`src/rtl/amp_adc_sequencer_if.sv`:
```
// Request/result bundle between the capture control logic and amp_adc_sequencer.
// master = control logic side, slave = sequencer side.
interface amp_adc_sequencer_if;
  logic [3:0]  gain_a;
  logic [3:0]  gain_b;
  logic        gain_wr;
  logic        sample_req;
  logic [13:0] ch0;
  logic [13:0] ch1;
  logic        sample_valid;
  logic        gain_done;
  logic        busy;
  logic [7:0]  amp_readback;

  modport master (
    output gain_a, gain_b, gain_wr, sample_req,
    input  ch0, ch1, sample_valid, gain_done, busy, amp_readback
  );

  modport slave (
    input  gain_a, gain_b, gain_wr, sample_req,
    output ch0, ch1, sample_valid, gain_done, busy, amp_readback
  );
endinterface

```
`src/rtl/amp_adc_sequencer.sv`:
```
// Arbitrates LTC6912-1 gain writes and LTC1407A-1 conversions onto one shared SPI bus.
// Optional AMP_READBACK_EN: capture AMP_DOUT echo into amp_readback.
module amp_adc_sequencer #(
  parameter int SCK_DIV = 2
) (
  input  logic                       CLK50MHZ,
  input  logic                       RST,
  amp_adc_sequencer_if.slave         ctl,
  output logic                       SPI_SCK,
  output logic                       SPI_MOSI,
  output logic                       AMP_CS,
  output logic                       AMP_SHDN,
  input  logic                       AMP_DOUT,
  output logic                       AD_CONV,
  input  logic                       ADC_OUT
);

  typedef enum logic [2:0] {IDLE, AMP_XFER, AMP_END, CONV, ADC_XFER} state_t;

  localparam logic [8:0] HALF_M1 = 9'(SCK_DIV - 1);
  localparam logic [8:0] CONV_M1 = 9'(2 * SCK_DIV - 1);

  state_t      state_q, state_d;
  logic [8:0]  div_cnt_q, div_cnt_d;
  logic [5:0]  per_cnt_q, per_cnt_d;
  logic        sck_q, sck_d;
  logic        amp_cs_q, amp_cs_d;
  logic        ad_conv_q, ad_conv_d;
  logic        gain_pend_q, gain_pend_d;
  logic        samp_pend_q, samp_pend_d;
  logic [7:0]  word_q, word_d;
  logic [7:0]  tx_sh_q, tx_sh_d;
  logic [31:0] adc_sh_q, adc_sh_d;
  logic [13:0] ch0_q, ch0_d;
  logic [13:0] ch1_q, ch1_d;
  logic        sample_valid_q, sample_valid_d;
  logic        gain_done_q, gain_done_d;
  logic        busy_q, busy_d;
`ifdef AMP_READBACK_EN
  logic [7:0]  rb_sh_q, rb_sh_d;
  logic [7:0]  amp_readback_q, amp_readback_d;
`endif

  always_comb begin
    state_d        = state_q;
    div_cnt_d      = div_cnt_q;
    per_cnt_d      = per_cnt_q;
    sck_d          = sck_q;
    amp_cs_d       = amp_cs_q;
    ad_conv_d      = ad_conv_q;
    gain_pend_d    = gain_pend_q;
    samp_pend_d    = samp_pend_q;
    word_d         = word_q;
    tx_sh_d        = tx_sh_q;
    adc_sh_d       = adc_sh_q;
    ch0_d          = ch0_q;
    ch1_d          = ch1_q;
    sample_valid_d = 1'b0;
    gain_done_d    = 1'b0;
`ifdef AMP_READBACK_EN
    rb_sh_d        = rb_sh_q;
    amp_readback_d = amp_readback_q;
`endif

    if (ctl.gain_wr) begin
      gain_pend_d = 1'b1;
      word_d      = {ctl.gain_b, ctl.gain_a};
    end
    if (ctl.sample_req) samp_pend_d = 1'b1;

    case (state_q)
      IDLE: begin
        div_cnt_d = '0;
        per_cnt_d = '0;
        // A request arriving on the start cycle re-arms its flag rather than being lost.
        if (gain_pend_q) begin
          state_d     = AMP_XFER;
          gain_pend_d = ctl.gain_wr;
          amp_cs_d    = 1'b0;
          tx_sh_d     = word_q;
        end else if (samp_pend_q) begin
          state_d     = CONV;
          samp_pend_d = ctl.sample_req;
          ad_conv_d   = 1'b1;
        end
      end

      AMP_XFER: begin
        if (div_cnt_q == HALF_M1) begin
          div_cnt_d = '0;
          if (!sck_q) begin
            sck_d = 1'b1;
`ifdef AMP_READBACK_EN
            rb_sh_d = {rb_sh_q[6:0], AMP_DOUT};
`endif
          end else begin
            sck_d   = 1'b0;
            tx_sh_d = {tx_sh_q[6:0], 1'b0};
            if (per_cnt_q == 6'd7) begin
              per_cnt_d = '0;
              state_d   = AMP_END;
            end else begin
              per_cnt_d = per_cnt_q + 6'd1;
            end
          end
        end else begin
          div_cnt_d = div_cnt_q + 9'd1;
        end
      end

      AMP_END: begin
        if (div_cnt_q == HALF_M1) begin
          div_cnt_d   = '0;
          amp_cs_d    = 1'b1;
          gain_done_d = 1'b1;
          state_d     = IDLE;
`ifdef AMP_READBACK_EN
          amp_readback_d = rb_sh_q;
`endif
        end else begin
          div_cnt_d = div_cnt_q + 9'd1;
        end
      end

      CONV: begin
        if (div_cnt_q == CONV_M1) begin
          div_cnt_d = '0;
          ad_conv_d = 1'b0;
          state_d   = ADC_XFER;
        end else begin
          div_cnt_d = div_cnt_q + 9'd1;
        end
      end

      ADC_XFER: begin
        // per_cnt == 34 is the one-cycle tail after the last falling edge.
        if (per_cnt_q == 6'd34) begin
          per_cnt_d      = '0;
          ch0_d          = adc_sh_q[31:18];
          ch1_d          = adc_sh_q[15:2];
          sample_valid_d = 1'b1;
          state_d        = IDLE;
        end else if (div_cnt_q == HALF_M1) begin
          div_cnt_d = '0;
          if (!sck_q) begin
            sck_d = 1'b1;
          end else begin
            sck_d     = 1'b0;
            adc_sh_d  = {adc_sh_q[30:0], ADC_OUT};
            per_cnt_d = per_cnt_q + 6'd1;
          end
        end else begin
          div_cnt_d = div_cnt_q + 9'd1;
        end
      end

      default: state_d = IDLE;
    endcase

    busy_d = (state_d != IDLE);
  end

  always_ff @(posedge CLK50MHZ or posedge RST) begin
    if (RST) begin
      state_q        <= IDLE;
      div_cnt_q      <= '0;
      per_cnt_q      <= '0;
      sck_q          <= 1'b0;
      amp_cs_q       <= 1'b1;
      ad_conv_q      <= 1'b0;
      gain_pend_q    <= 1'b0;
      samp_pend_q    <= 1'b0;
      word_q         <= '0;
      tx_sh_q        <= '0;
      adc_sh_q       <= '0;
      ch0_q          <= '0;
      ch1_q          <= '0;
      sample_valid_q <= 1'b0;
      gain_done_q    <= 1'b0;
      busy_q         <= 1'b0;
`ifdef AMP_READBACK_EN
      rb_sh_q        <= '0;
      amp_readback_q <= '0;
`endif
    end else begin
      state_q        <= state_d;
      div_cnt_q      <= div_cnt_d;
      per_cnt_q      <= per_cnt_d;
      sck_q          <= sck_d;
      amp_cs_q       <= amp_cs_d;
      ad_conv_q      <= ad_conv_d;
      gain_pend_q    <= gain_pend_d;
      samp_pend_q    <= samp_pend_d;
      word_q         <= word_d;
      tx_sh_q        <= tx_sh_d;
      adc_sh_q       <= adc_sh_d;
      ch0_q          <= ch0_d;
      ch1_q          <= ch1_d;
      sample_valid_q <= sample_valid_d;
      gain_done_q    <= gain_done_d;
      busy_q         <= busy_d;
`ifdef AMP_READBACK_EN
      rb_sh_q        <= rb_sh_d;
      amp_readback_q <= amp_readback_d;
`endif
    end
  end

  assign SPI_SCK          = sck_q;
  assign SPI_MOSI         = tx_sh_q[7];
  assign AMP_CS           = amp_cs_q;
  assign AMP_SHDN         = 1'b0;
  assign AD_CONV          = ad_conv_q;
  assign ctl.ch0          = ch0_q;
  assign ctl.ch1          = ch1_q;
  assign ctl.sample_valid = sample_valid_q;
  assign ctl.gain_done    = gain_done_q;
  assign ctl.busy         = busy_q;

`ifdef AMP_READBACK_EN
  assign ctl.amp_readback = amp_readback_q;
`else
  logic unused_amp_dout;
  assign unused_amp_dout  = AMP_DOUT;
  assign ctl.amp_readback = 8'h00;
`endif

endmodule

```
`src/flat_wrapper.sv`:
```
// flat-port wrapper written by rule: the top's interface ports become plain ports
module amp_adc_sequencer_flat 
#(
  parameter int SCK_DIV = 2
)
  (CLK50MHZ, RST, SPI_SCK, SPI_MOSI, AMP_CS, AMP_SHDN, AMP_DOUT, AD_CONV, ADC_OUT, ctl_gain_a, ctl_gain_b, ctl_gain_wr, ctl_sample_req, ctl_ch0, ctl_ch1, ctl_sample_valid, ctl_gain_done, ctl_busy, ctl_amp_readback);
  amp_adc_sequencer_if ctl_i ();
  input  logic CLK50MHZ;
  input  logic RST;
  output logic SPI_SCK;
  output logic SPI_MOSI;
  output logic AMP_CS;
  output logic AMP_SHDN;
  input  logic AMP_DOUT;
  output logic AD_CONV;
  input  logic ADC_OUT;
  input wire logic [$bits(ctl_i.gain_a)-1:0] ctl_gain_a;
  input wire logic [$bits(ctl_i.gain_b)-1:0] ctl_gain_b;
  input wire logic [$bits(ctl_i.gain_wr)-1:0] ctl_gain_wr;
  input wire logic [$bits(ctl_i.sample_req)-1:0] ctl_sample_req;
  output wire logic [$bits(ctl_i.ch0)-1:0] ctl_ch0;
  output wire logic [$bits(ctl_i.ch1)-1:0] ctl_ch1;
  output wire logic [$bits(ctl_i.sample_valid)-1:0] ctl_sample_valid;
  output wire logic [$bits(ctl_i.gain_done)-1:0] ctl_gain_done;
  output wire logic [$bits(ctl_i.busy)-1:0] ctl_busy;
  output wire logic [$bits(ctl_i.amp_readback)-1:0] ctl_amp_readback;
  assign ctl_i.gain_a = ctl_gain_a;
  assign ctl_i.gain_b = ctl_gain_b;
  assign ctl_i.gain_wr = ctl_gain_wr;
  assign ctl_i.sample_req = ctl_sample_req;
  assign ctl_ch0 = ctl_i.ch0;
  assign ctl_ch1 = ctl_i.ch1;
  assign ctl_sample_valid = ctl_i.sample_valid;
  assign ctl_gain_done = ctl_i.gain_done;
  assign ctl_busy = ctl_i.busy;
  assign ctl_amp_readback = ctl_i.amp_readback;
  amp_adc_sequencer #(.SCK_DIV(SCK_DIV)) u_core (.CLK50MHZ(CLK50MHZ), .RST(RST), .ctl(ctl_i), .SPI_SCK(SPI_SCK), .SPI_MOSI(SPI_MOSI), .AMP_CS(AMP_CS), .AMP_SHDN(AMP_SHDN), .AMP_DOUT(AMP_DOUT), .AD_CONV(AD_CONV), .ADC_OUT(ADC_OUT));
endmodule
```
`config.mk`:
```
export PLATFORM = sky130hd
export DESIGN_NAME = amp_adc_sequencer_flat
export DESIGN_NICKNAME = d
export VERILOG_FILES = /design/src/rtl/amp_adc_sequencer_if.sv /design/src/rtl/amp_adc_sequencer.sv /design/src/flat_wrapper.sv
export SDC_FILE = /design/constraint.sdc
export NUM_CORES = 1
export LEC_CHECK = 0
export ABC_CLOCK_PERIOD_IN_PS = 6800
export CAP_MARGIN = 20
export CORE_MARGIN = 4
export CORE_UTILIZATION = 60
export CTS_CLUSTER_DIAMETER = 60
export CTS_CLUSTER_SIZE = 12
export DETAILED_ROUTE_END_ITERATION = 8
export DONT_BUFFER_PORTS = 1
export PLACE_DENSITY_LB_ADDON = 0.2
export SKIP_CTS_REPAIR_TIMING = 1
export SYNTH_ARGS = -nofsm -noshare
export SYNTH_HDL_FRONTEND = slang
export SYNTH_SLANG_ARGS = --single-unit
```
`constraint.sdc`:
```
create_clock -name CLK50MHZ -period 6.8 [get_ports CLK50MHZ]
set_input_delay 0.68 -clock CLK50MHZ [delete_from_list [all_inputs] [get_ports CLK50MHZ]]
set_output_delay 0.68 -clock CLK50MHZ [all_outputs]
set_load 0.03 [all_outputs]
```
# --- Yosys cells after proc, flatten, opt, wreduce, memory -nomap -nowiden ---
# Cells that the tools add are included.
word_totals:
  reg_bits: 102
  latchBits: 0
  mem_bits_rw: 0
  romBits: 0
  in_bits: 14
  word_cells: 100
  n_memories: 0
classes:
  n_addsub: 2
  n_mul: 0
  n_div: 0
  order_cmp: 0
  eq_ne: 18
  shifts: 0
  n_mux: 46
  bitwise_logic: 1
  n_reduce_logical: 17
op_table:
  columns: ["cell", "n"]
  rows:
  - ["$mux 6", 6]
  - ["$pmux 9 s4", 1]
  - ["$mux 9", 3]
  - ["$mux 3", 8]
  - ["$mux 8", 3]
  - ["$mux 1", 19]
  - ["$pmux 6 s3", 1]
  - ["$pmux 8 s2", 1]
  - ["$pmux 3 s5", 1]
  - ["$ne 2x1->1 const B", 6]
  - ["$reduce_and 4->1", 3]
  - ["$add 9x1->9 const B", 1]
  - ["$eq 9x1->1 const B", 1]
  - ["$eq 9x2->1 const B", 1]
  - ["$reduce_bool 2->1", 4]
  - ["$add 6x1->6 const B", 1]
  - ["$eq 3x2->1 const B", 2]
  - ["$eq 6x3->1 const B", 1]
  - ["$eq 6x6->1 const B", 1]
  - ["$ne 3x1->1 const B", 2]
  - ["$pmux 1 s2", 3]
  - ["$reduce_and 2->1", 3]
  - ["$reduce_bool 3->1", 2]
  - ["$reduce_and 5->1", 1]
  - ["8 further kinds", 9]

# --- Depth between registers and ports, before layout ---
# Gate-level depths: netlist of run 1.
depth:
  word_depth: 6
  ltp_mapped: 9
  depth_no_buf: 7

# --- Worst setup path before layout of run 1 ---
# Ideal clock, no wire load.
synth_timing:
  path_kind: "reg2reg"
  start: "register u_core.div_cnt_q[5]"
  end: "register u_core.adc_sh_q[0]"
  setup_time_ps: 125
  arrival_time_ps: 2148
  t_required_ps: 6675
  setup_slack_ps: 4526
  stages_incl_launch_ff: 7
  path_buffers: 2
  cell_sequence: "dfrtp_1 or4_4 or3_4 or2_1 buf_6 buf_12 mux2_4"
synth_between:
  elab_chain_len: 2
synth_rtl:
  columns: ["item", "line_no", "rtl"]
  rows:
  - ["start: declaration", "amp_adc_sequencer.sv:24", "logic [8:0] div_cnt_q, div_cnt_d;"]
  - ["start signal: assignment", "amp_adc_sequencer.sv:187", "div_cnt_q <= div_cnt_d;"]
  - ["$eq 9x1->1", "amp_adc_sequencer.sv:143", "end else if (div_cnt_q == HALF_M1) begin"]
  - ["$reduce_and 4->1 (no line)", null, null]
  - ["end signal: assignment", "amp_adc_sequencer.sv:196", "adc_sh_q <= adc_sh_d;"]
  - ["end: declaration", "amp_adc_sequencer.sv:33", "logic [31:0] adc_sh_q, adc_sh_d;"]
# No other way between the ends.
# A chain may end at the register's enable or synchronous reset.

# --- Worst setup path in the final report of run 1 ---
layout_timing:
  start: "register u_core.per_cnt_q[0]"
  end: "register u_core.ch0_q[10] (netlist: u_core.ctl.ch0[10])"
layout_between:
  elab_chain_len: 2
layout_rtl:
  columns: ["item", "line_no", "rtl"]
  rows:
  - ["start: declaration", "amp_adc_sequencer.sv:25", "logic [5:0] per_cnt_q, per_cnt_d;"]
  - ["start signal: assignment", "amp_adc_sequencer.sv:188", "per_cnt_q <= per_cnt_d;"]
  - ["$eq 6x6->1", "amp_adc_sequencer.sv:137", "if (per_cnt_q == 6'd34) begin"]
  - ["$reduce_and 2->1 (no line)", null, null]
  - ["end signal: assignment", "amp_adc_sequencer.sv:197", "ch0_q <= ch0_d;"]
  - ["end: declaration", "amp_adc_sequencer.sv:34", "logic [13:0] ch0_q, ch0_d;"]
# No other way between the ends.

==> metrics.yaml, run 1 <==
outcome: "complete, no violations"
grt_max_degree: 63
r2r_slack_ns: 3.64
gp_congestion: 0.823
yosys_register_bits: 102
rr_worst_depth: 7
reg2reg_to: "u_core.ctl.ch0[10]"
synth_most_common_cell: "dfrtp_1"
final_core_util: 0.650
postSynth.asyncResetShare: 1.00
grt_setup_unrepaired: "no"
crit_start: "u_core.per_cnt_q[0]"
antenna_found_initial: 0
cp_top_family: "simple AND/OR/NAND/NOR gates"
hp-class: "input pin to async pin"
drt-total-wl_um: 7920
post-route-min-period_ns: 3.16
dieArea_um2: 9170
grt_pass1_vias: 2805
synth_area_leaders: "dfrtp_1 (55%), mux2_4 (9.8%), nand2_1 (7.7%), mux2_2 (6.3%), o21ai_0 (1.5%)"
vias: 2818
maxSlewHeadroom: 0.301
cts_buffers: 9
ys.flop_type: "dfrtp_1"
hold_violations: 0
h-tree-depth: 3
die_w_um: 95.7
ys_warn_count: 0
clk_pin_slew_ns: 0.11
peakVddDrop_uv: 205
coreArea_um2: 7370
cp_data_required_time_ns: 7.10
synthCells: 402
crit_slowest_cell: "inv_1"
worstSetupStartpointType: "register"
syn-cell-area_um2: 4620
leakagePower_uw: 0.00248
cts_tree: "built"
root_buffer: "clkbuf_8"
timing.final.crit_share: 0.465
drive_gt1_frac: 0.213
initialDrtViolationCount: 60
max_freq_mhz: 316
worstPathMaxFanout: 30
grt_util_all_layers: 0.189
placed_cells: 486
synth_area_leader_cell: "dfrtp_1"
grt-ovfl-total: 0
synth_edf_count: 0
crit_end: "u_core.ctl.ch0[10]"
grt_pass1_wl_um: 13500
ant_nets: 0
cpPeakStageDelay_ns: 0.86
tns_ns: 0
drc: 0
p_per_area_nw_per_um2: 315
dr.pass1.iters: 4
start_util: 0.627
yosys.area.top_type_share: 0.547
crit_buf_inv: 2
design.portCount: 58
drv_cap: 0
hpwl_um: 5270
final_nets: 416
num_rows: 31
ys_seq_area_frac: 0.553
r2r-start: "u_core.per_cnt_q[0]"
crit_chain: "inv_1 > ha_1 > or4b_1 > or3_1 > inv_1 > nand2_1 > nand2_1"
setup_viol: 0
die_y_um: 95.7
synth_commonest_cells: "dfrtp_1 (101), nand2_1 (95), mux2_4 (30)"
cts_buffer_depth: 2
layoutNonFillerInstCount: 502
crit_path_end_kind: "register"
area_delta_synth_final_pct: 3.74
drv_slew: 0
cp_data_arrival_time_ns: 3.47
path_class: "register to register"
port_buffers: 0
tightest_slew_ns: 1.05
diodes: 0
crit_cells: 7
clock_latency_ns: 0.36
yosysUniqueCellTypes: 52
wire_per_inst_um: 15.8
routed_via_density: 5.61
cts.sinks: 102
clock-skew-final_ns: 0.0123
syn_avg_cell_area_um2: 11.5
worst reg2reg max path, stage by stage, from the launching register on:
cell,delay [ns]
dfrtp_1,0.45
inv_1,0.08
ha_1,0.13
or4b_1,0.50
or3_1,0.80
inv_1,0.88
nand2_1,0.17
nand2_1,0.10
power by group:
part / internal (uW) / switching (uW)
Sequential: 670 / 92.3
Combinational: 181 / 197
Clock: 149 / 219
logic make-up (layout without fill, tap and decap cells):
| group | count (synthesis) | in the layout | synth area share |
|---|---|---|---|
| XOR/XNOR | 3 | 3 | 0.00569 |
| flip-flops | 102 | 102 | 0.553 |
| AND/OR/NAND/NOR | 156 | 156 | 0.154 |
| other | 1 | 9 | 0.000812 |
| AO/OA/AOI/OAI | 45 | 45 | 0.0650 |
| adder cells (fa/ha/maj) | 4 | 4 | 0.0108 |
| multiplexers | 57 | 57 | 0.163 |
| buffers and inverters | 34 | 27 | 0.0477 |
sequential cells by signal, indices dropped and copies added, names as in the netlist:
register,count
u_core.adc_sh_q,32
u_core.ctl.ch0,14
u_core.ctl.ch1,14
u_core.div_cnt_q,9
u_core.tx_sh_q,8
u_core.word_q,8
u_core.per_cnt_q,6
u_core.state_q,3
u_core.AD_CONV,1
u_core.AMP_CS,1
u_core.SPI_SCK,1
u_core.ctl.busy,1
u_core.ctl.gain_done,1
u_core.ctl.sample_valid,1
u_core.gain_pend_q,1
u_core.samp_pend_q,1
placed cells by master, fill, tap and decap left out, types with 5 or more instances in the layout:
cell type and n:
a21o_1 6, a21oi_1 7, a22o_1 5, clkbuf_8 10, conb_1 9, dfrtp_1 101
inv_1 8, mux2_2 26, mux2_4 30, nand2_1 95, nand3_1 10, nor2_1 15
o21ai_0 14
per-layer routing:
layer	vias to the layer above	wire, um	track usage
met3	16	413	0.0508
li1	1337	-	-
met1	1400	3750	0.259
met5	-	0	0
met2	65	3590	0.284
met4	0	165	0.0806
area by class of cell:
type                    count  area (um2)
clock buffers              10         138
clock inverters             6        50.0
fillers                   578        2580
inverters                   9        36.3
multi-input cells         274        1880
flip-flops and latches    102        2550
well taps                  99         124
repair buffers              2        15.0
stage by stage:
step,hold WS [ns],setup WS (ns),total power [uW],instance area [um2]
3_5_place_dp,0.448,3.59,1150,4600
5_1_grt,0.221,3.38,1610,4790
6_report,0.196,3.64,1510,4790
3_3_place_gp,0.447,3.69,1140,4600
4_1_cts,0.212,3.57,1520,4790
2_1_floorplan,0.433,3.45,1070,4650
worst min-delay path by stage:
| stage | startpoint | endpoint | slack, ns |
|---|---|---|---|
| floorplan | u_core.adc_sh_q[31] | u_core.ctl.ch0[13] | 0.43 |
| global placement | u_core.adc_sh_q[31] | u_core.ctl.ch0[13] | 0.45 |
| detailed placement | u_core.adc_sh_q[31] | u_core.ctl.ch0[13] | 0.45 |
| CTS | RST | u_core.div_cnt_q[7] | 0.21 |
| global route | RST | u_core.ctl.gain_done | 0.22 |
| finish | RST | u_core.ctl.gain_done | 0.20 |
Power figures use the tool's default switching activity.
==> run 2: changes to the inputs <==
Settings changed: ABC_CLOCK_PERIOD_IN_PS 6800 to 2900, CORE_UTILIZATION 60 to 57.
Clock period 6.8 ns to 2.9 ns, I/O delays scaled along.
==> metrics.yaml, run 2 (synthesis gave the netlist of run 1 again) <==
design.portCount: 58  # unchanged
drv_cap: 0  # unchanged
root_buffer: "clkbuf_8"
ant_nets: 0  # unchanged
vias: 2853  # +1.2%
p_per_area_nw_per_um2: 742  # +140%
routed_via_density: 5.54  # -1.3%
start_util: 0.592  # -0.0352
place_area_um2: 4710  # +2.3%
clock_power_share: 0.260  # +0.016
worstSetupStartpointType: "register"
cts_buffers: 9  # unchanged
fillCellCount: 617  # +6.7%
hold_violations: 38  # +38
cts_tree: "built"
p_seq_frac: 0.476  # -0.029
clock-skew-final_ns: 0.0113  # -0.00102 ns
clock_latency_ns: 0.36  # about the same
die_w_um: 98.0  # +2.4%
post-route-min-period_ns: 2.52  # -0.644 ns
final_nets: 426  # +2.4%
cp_data_arrival_time_ns: 2.76  # -0.71 ns
p_comb_frac: 0.264  # +0.014
violations: "hold timing"
port_buffers: 0  # unchanged
drive_gt1_frac: 0.232  # +0.0190
layoutNonFillerInstCount: 515  # +2.6%
placed_cells: 499  # +2.7%
tightest_slew_ns: 0.851  # -0.198 ns
path_class: "register to register"
gp_congestion: 0.793  # -3.6%
leakagePower_uw: 0.00254  # +2.5%
cts.sinks: 102  # unchanged
cp_data_required_time_ns: 3.14  # -3.96 ns
grt_max_degree: 41  # -35%
drc: 0  # unchanged
worstPathMaxFanout: 18  # -40%
peakVddDrop_uv: 619  # +200%
p_sw_frac: 0.320  # -0.0167
crit_path_end_kind: "register"
post-place-ws_ns: 0.403  # -3.19 ns
area_delta_synth_final_pct: 6.64
grt-ovfl-total: 0  # unchanged
worst_slack_ns: 0.381  # -3.26 ns
r2r_slack_ns: 0.38  # -3.26 ns
drt-total-wl_um: 7840  # -1.0%
top_register: "u_core.adc_sh_q"
antenna_found_initial: 0  # unchanged
grt_util_all_layers: 0.171  # -0.0171
r2r-start: "u_core.per_cnt_q[0]"
max_freq_mhz: 397  # +26%
grt_setup_unrepaired: "no"
largest_register_ff_count: 32  # unchanged
setup_viol: 0  # unchanged
coreArea_um2: 7810  # +5.9%
stdcell_area_um2: 4930  # +2.8%
rr_worst_depth: 7  # unchanged
timing.final.crit_share: 0.869  # +0.403
layout_commonest_cell: "dfrtp_1"
outcome: "finished, violations left"
num_rows: 32  # +3.2%
mostFrequentLayoutCells: "dfrtp_1 (101), nand2_1 (95), mux2_4 (30)"
maxSlewHeadroom: 0.432  # +0.131
diodes: 0  # unchanged
clk_pin_slew_ns: 0.10  # about the same
whs_ns: -0.0495  # -0.246 ns
reg2reg_to: "u_core.adc_sh_q[17]"
hpwl_um: 5350  # +1.5%
hp-class: "input pin to async pin"
cts_buffer_depth: 2  # unchanged
initialDrtViolationCount: 51  # -15%
power.internal_uw: 2490  # +150%
final_core_util: 0.631  # -0.0193
grt_pass1_vias: 2969  # +5.8%
drv_slew: 0  # unchanged
crit_start: "u_core.per_cnt_q[0]"
grt_pass1_wl_um: 13600  # +1.1%
dr.pass1.iters: 4  # unchanged
tns_ns: 0  # unchanged
dieArea_um2: 9610  # +4.8%
p_switching_uw: 1170  # +130%
die_y_um: 98.0  # +2.4%
wire_per_inst_um: 15.2  # -3.5%
h-tree-depth: 3  # unchanged
## run 2: worst max path at each step
| stage | to | depth (start not counted) |
|---|---|---|
| floorplan | u_core.adc_sh_q[0] | 6 |
| global placement | u_core.adc_sh_q[1] | 7 |
| detailed placement | u_core.adc_sh_q[17] | 7 |
| CTS | u_core.adc_sh_q[17] | 7 |
| global route | u_core.adc_sh_q[15] | 7 |
| finish | u_core.adc_sh_q[17] | 7 |
## run 2: per-stage QoR
step	hold slack [ns]	total power (uW)
after floorplan	0.404	2520
after global placement	0.364	2710
after detailed placement	0.363	2730
after CTS	-0.0358	3690
after global routing	0.0161	3880
final	-0.0495	3660
## run 2: power by group through the flow
stage / sequential, uW / clock [uW] / combinational, uW
finish: 1740 / 951 / 964
global route: 1760 / 1040 / 1080
CTS: 1740 / 975 / 969
detailed placement: 1770 / 0 / 966
global placement: 1760 / 0 / 942
floorplan: 1740 / 0 / 774
## run 2: cell type report
| class | count | area, um2 | share of cell area |
|---|---|---|---|
| Tap cell | 102 | 128 | 0.0259 |
| Inverter | 9 | 37.5 | 0.00762 |
| Timing Repair Buffer | 12 | 115 | 0.0234 |
| Clock inverter | 5 | 65.1 | 0.0132 |
| Clock buffer | 11 | 151 | 0.0307 |
| Multi-Input combinational cell | 274 | 1880 | 0.381 |
| Sequential cell | 102 | 2550 | 0.518 |
## run 2: critical path, cell delays in order (launching register included)
cell and delay, ns:
dfrtp_1 0.44, inv_1 0.08, ha_1 0.14, or4b_1 0.50, o21bai_1 0.39, or2_2 0.34, buf_12 0.22, mux2_4 0.32
## run 2: metal layers
layer | track usage | wire length [um] | up-vias
met1 | 0.217 | 3560 | 1420
met2 | 0.286 | 3790 | 58
li1 | - | - | 1366
met3 | 0.0457 | 372 | 9
met4 | 0.0575 | 116 | 0
met5 | 0 | 0 | -
==> run 3: changes to the inputs <==
Settings changed: ABC_CLOCK_PERIOD_IN_PS 2900 to 2860, CORE_UTILIZATION 57 to 60, SKIP_LAST_GASP from default to 1.
Clock period 2.9 ns to 2.86 ns, I/O delays scaled along.
==> metrics.yaml, run 3 (synthesis gave the netlist of run 1 again) <==
root_buffer: "clkbuf_8"
design.portCount: 58  # unchanged
crit_slowest_cell: "or4b_1"
r2r_slack_ns: 0.37  # about the same
start_util: 0.627  # +0.0352
num_rows: 31  # -3.1%
finalPower_uw: 3660  # +0.21%
grt_pass1_vias: 2946  # -0.77%
peakVddDrop_uv: 482  # -22%
largest_register_ff_count: 32  # unchanged
maxSlewHeadroom: 0.536  # +0.105
grt-ovfl-total: 0  # unchanged
grt_pass1_wl_um: 13600  # -0.40%
path_class: "register to register"
die_y_um: 95.7  # -2.3%
drv_slew: 0  # unchanged
worstPathMaxFanout: 18  # unchanged
cts_buffer_depth: 2  # unchanged
diodes: 0  # unchanged
worstHoldEndpoint: "u_core.gain_pend_q"
hold_violations: 0  # -100%
worstSetupStartpointType: "register"
cpPeakStageDelay_ns: 0.50  # about the same
rr_worst_depth: 7  # unchanged
setup_viol: 0  # unchanged
multi_input_area_um2: 1880  # unchanged
tightest_slew_ns: 0.689  # -0.161 ns
hp-class: "input pin to register"
gp_congestion: 0.800  # +0.88%
outcome: "complete, no violations"
h-tree-depth: 3  # unchanged
grt_util_all_layers: 0.187  # +0.0156
drt-total-wl_um: 7920  # +0.99%
vias: 2833  # -0.70%
leakagePower_uw: 0.00253  # -0.44%
area_delta_synth_final_pct: 6.20
drv_cap: 0  # unchanged
cp_data_arrival_time_ns: 2.73  # -0.03 ns
dr.pass1.iters: 4  # unchanged
dieArea_um2: 9170  # -4.6%
reg2reg_to: "u_core.adc_sh_q[15]"
drc: 0  # unchanged
max_freq_mhz: 401  # +1.0%
wire_per_inst_um: 15.5  # +1.6%
ant_nets: 0  # unchanged
clk_pin_slew_ns: 0.09  # about the same
cts_buffers: 9  # unchanged
hpwl_um: 5180  # -3.2%
crit_path_end_kind: "register"
r2r-start: "u_core.per_cnt_q[0]"
fillCellCount: 579  # -6.2%
min_path_cells: 1
clock-skew-final_ns: 0.00858  # -0.00271 ns
port_buffers: 0  # unchanged
clock_latency_ns: 0.35  # about the same
mostFrequentLayoutCells: "dfrtp_1 (101), nand2_1 (95), mux2_4 (30)"
tns_ns: 0  # unchanged
grt_setup_unrepaired: "no"
final_nets: 426  # unchanged
seq_area_um2: 2550  # unchanged
layout_commonest_cell: "dfrtp_1"
antenna_found_initial: 0  # unchanged
drive_gt1_frac: 0.228  # -0.00484
cts.sinks: 102  # unchanged
crit_chain: "inv_1 > ha_1 > or4b_1 > o21bai_1 > or2_2 > buf_4 > mux2_4"
coreArea_um2: 7370  # -5.6%
cts_tree: "built"
initialDrtViolationCount: 89  # +75%
post-route-min-period_ns: 2.49  # -0.0255 ns
top_register: "u_core.adc_sh_q"
timing.final.crit_share: 0.872  # +0.00324
grt_max_degree: 56  # +37%
die_w_um: 95.7  # -2.3%
p_per_area_nw_per_um2: 747  # +0.62%
cp_data_required_time_ns: 3.10  # -0.04 ns
routed_via_density: 5.53  # -0.12%
hold_start: "ctl_gain_wr"
run 3: metal layers:
metal  share of wire  wire, um  track usage  up-vias
li1                -         -            -     1360
met1            0.47      3760        0.253     1400
met2            0.47      3710        0.300       65
met3           0.045       359       0.0375        8
met4           0.012        92       0.0699        0
met5               0         0            0        -
run 3: per-stage QoR:
stage	cell area [um2]	utilization	worst slack [ns]	instances	hold slack (ns)
after global routing	4910	0.666	0.188	512	0.0325
after floorplan	4650	-	0.586	410	0.400
after detailed placement	4680	0.635	0.390	494	0.384
final	4910	0.666	0.367	512	0.0234
after global placement	4680	0.635	0.433	494	0.381
after CTS	4880	0.662	0.353	510	0.00838
run 3: cell type report:
class	instances	share of cell area
inverter	9	0.00765
sequential	102	0.521
multi-input combinational	274	0.382
tap	99	0.0252
timing repair buffer	12	0.0240
clock buffer	10	0.0260
clock inverter	6	0.0143
run 3: where the power goes:
group	internal [uW]	switching, uW
sequential	1590	171
clock	413	495
combinational	467	523
total	2470	1190
run 3: how the worst max path moves through the flow:
stage,to,from,slack (ns),cells after the start
after floorplan,u_core.adc_sh_q[0],u_core.div_cnt_q[5],0.59,6
after CTS,u_core.adc_sh_q[15],u_core.per_cnt_q[0],0.35,7
after global placement,u_core.adc_sh_q[1],u_core.per_cnt_q[0],0.43,7
after detailed placement,u_core.adc_sh_q[6],u_core.per_cnt_q[0],0.39,7
after global routing,u_core.adc_sh_q[17],u_core.per_cnt_q[0],0.19,7
final,u_core.adc_sh_q[15],u_core.per_cnt_q[0],0.37,7
run 3: critical path: cells and delay by family, from the launching register on:
kind	cells	cell delay [ns]
simple gates	2	0.70
flops	1	0.44
buf+inv	2	0.39
compound gates	1	0.38
mux	1	0.34
fa+ha+maj	1	0.14
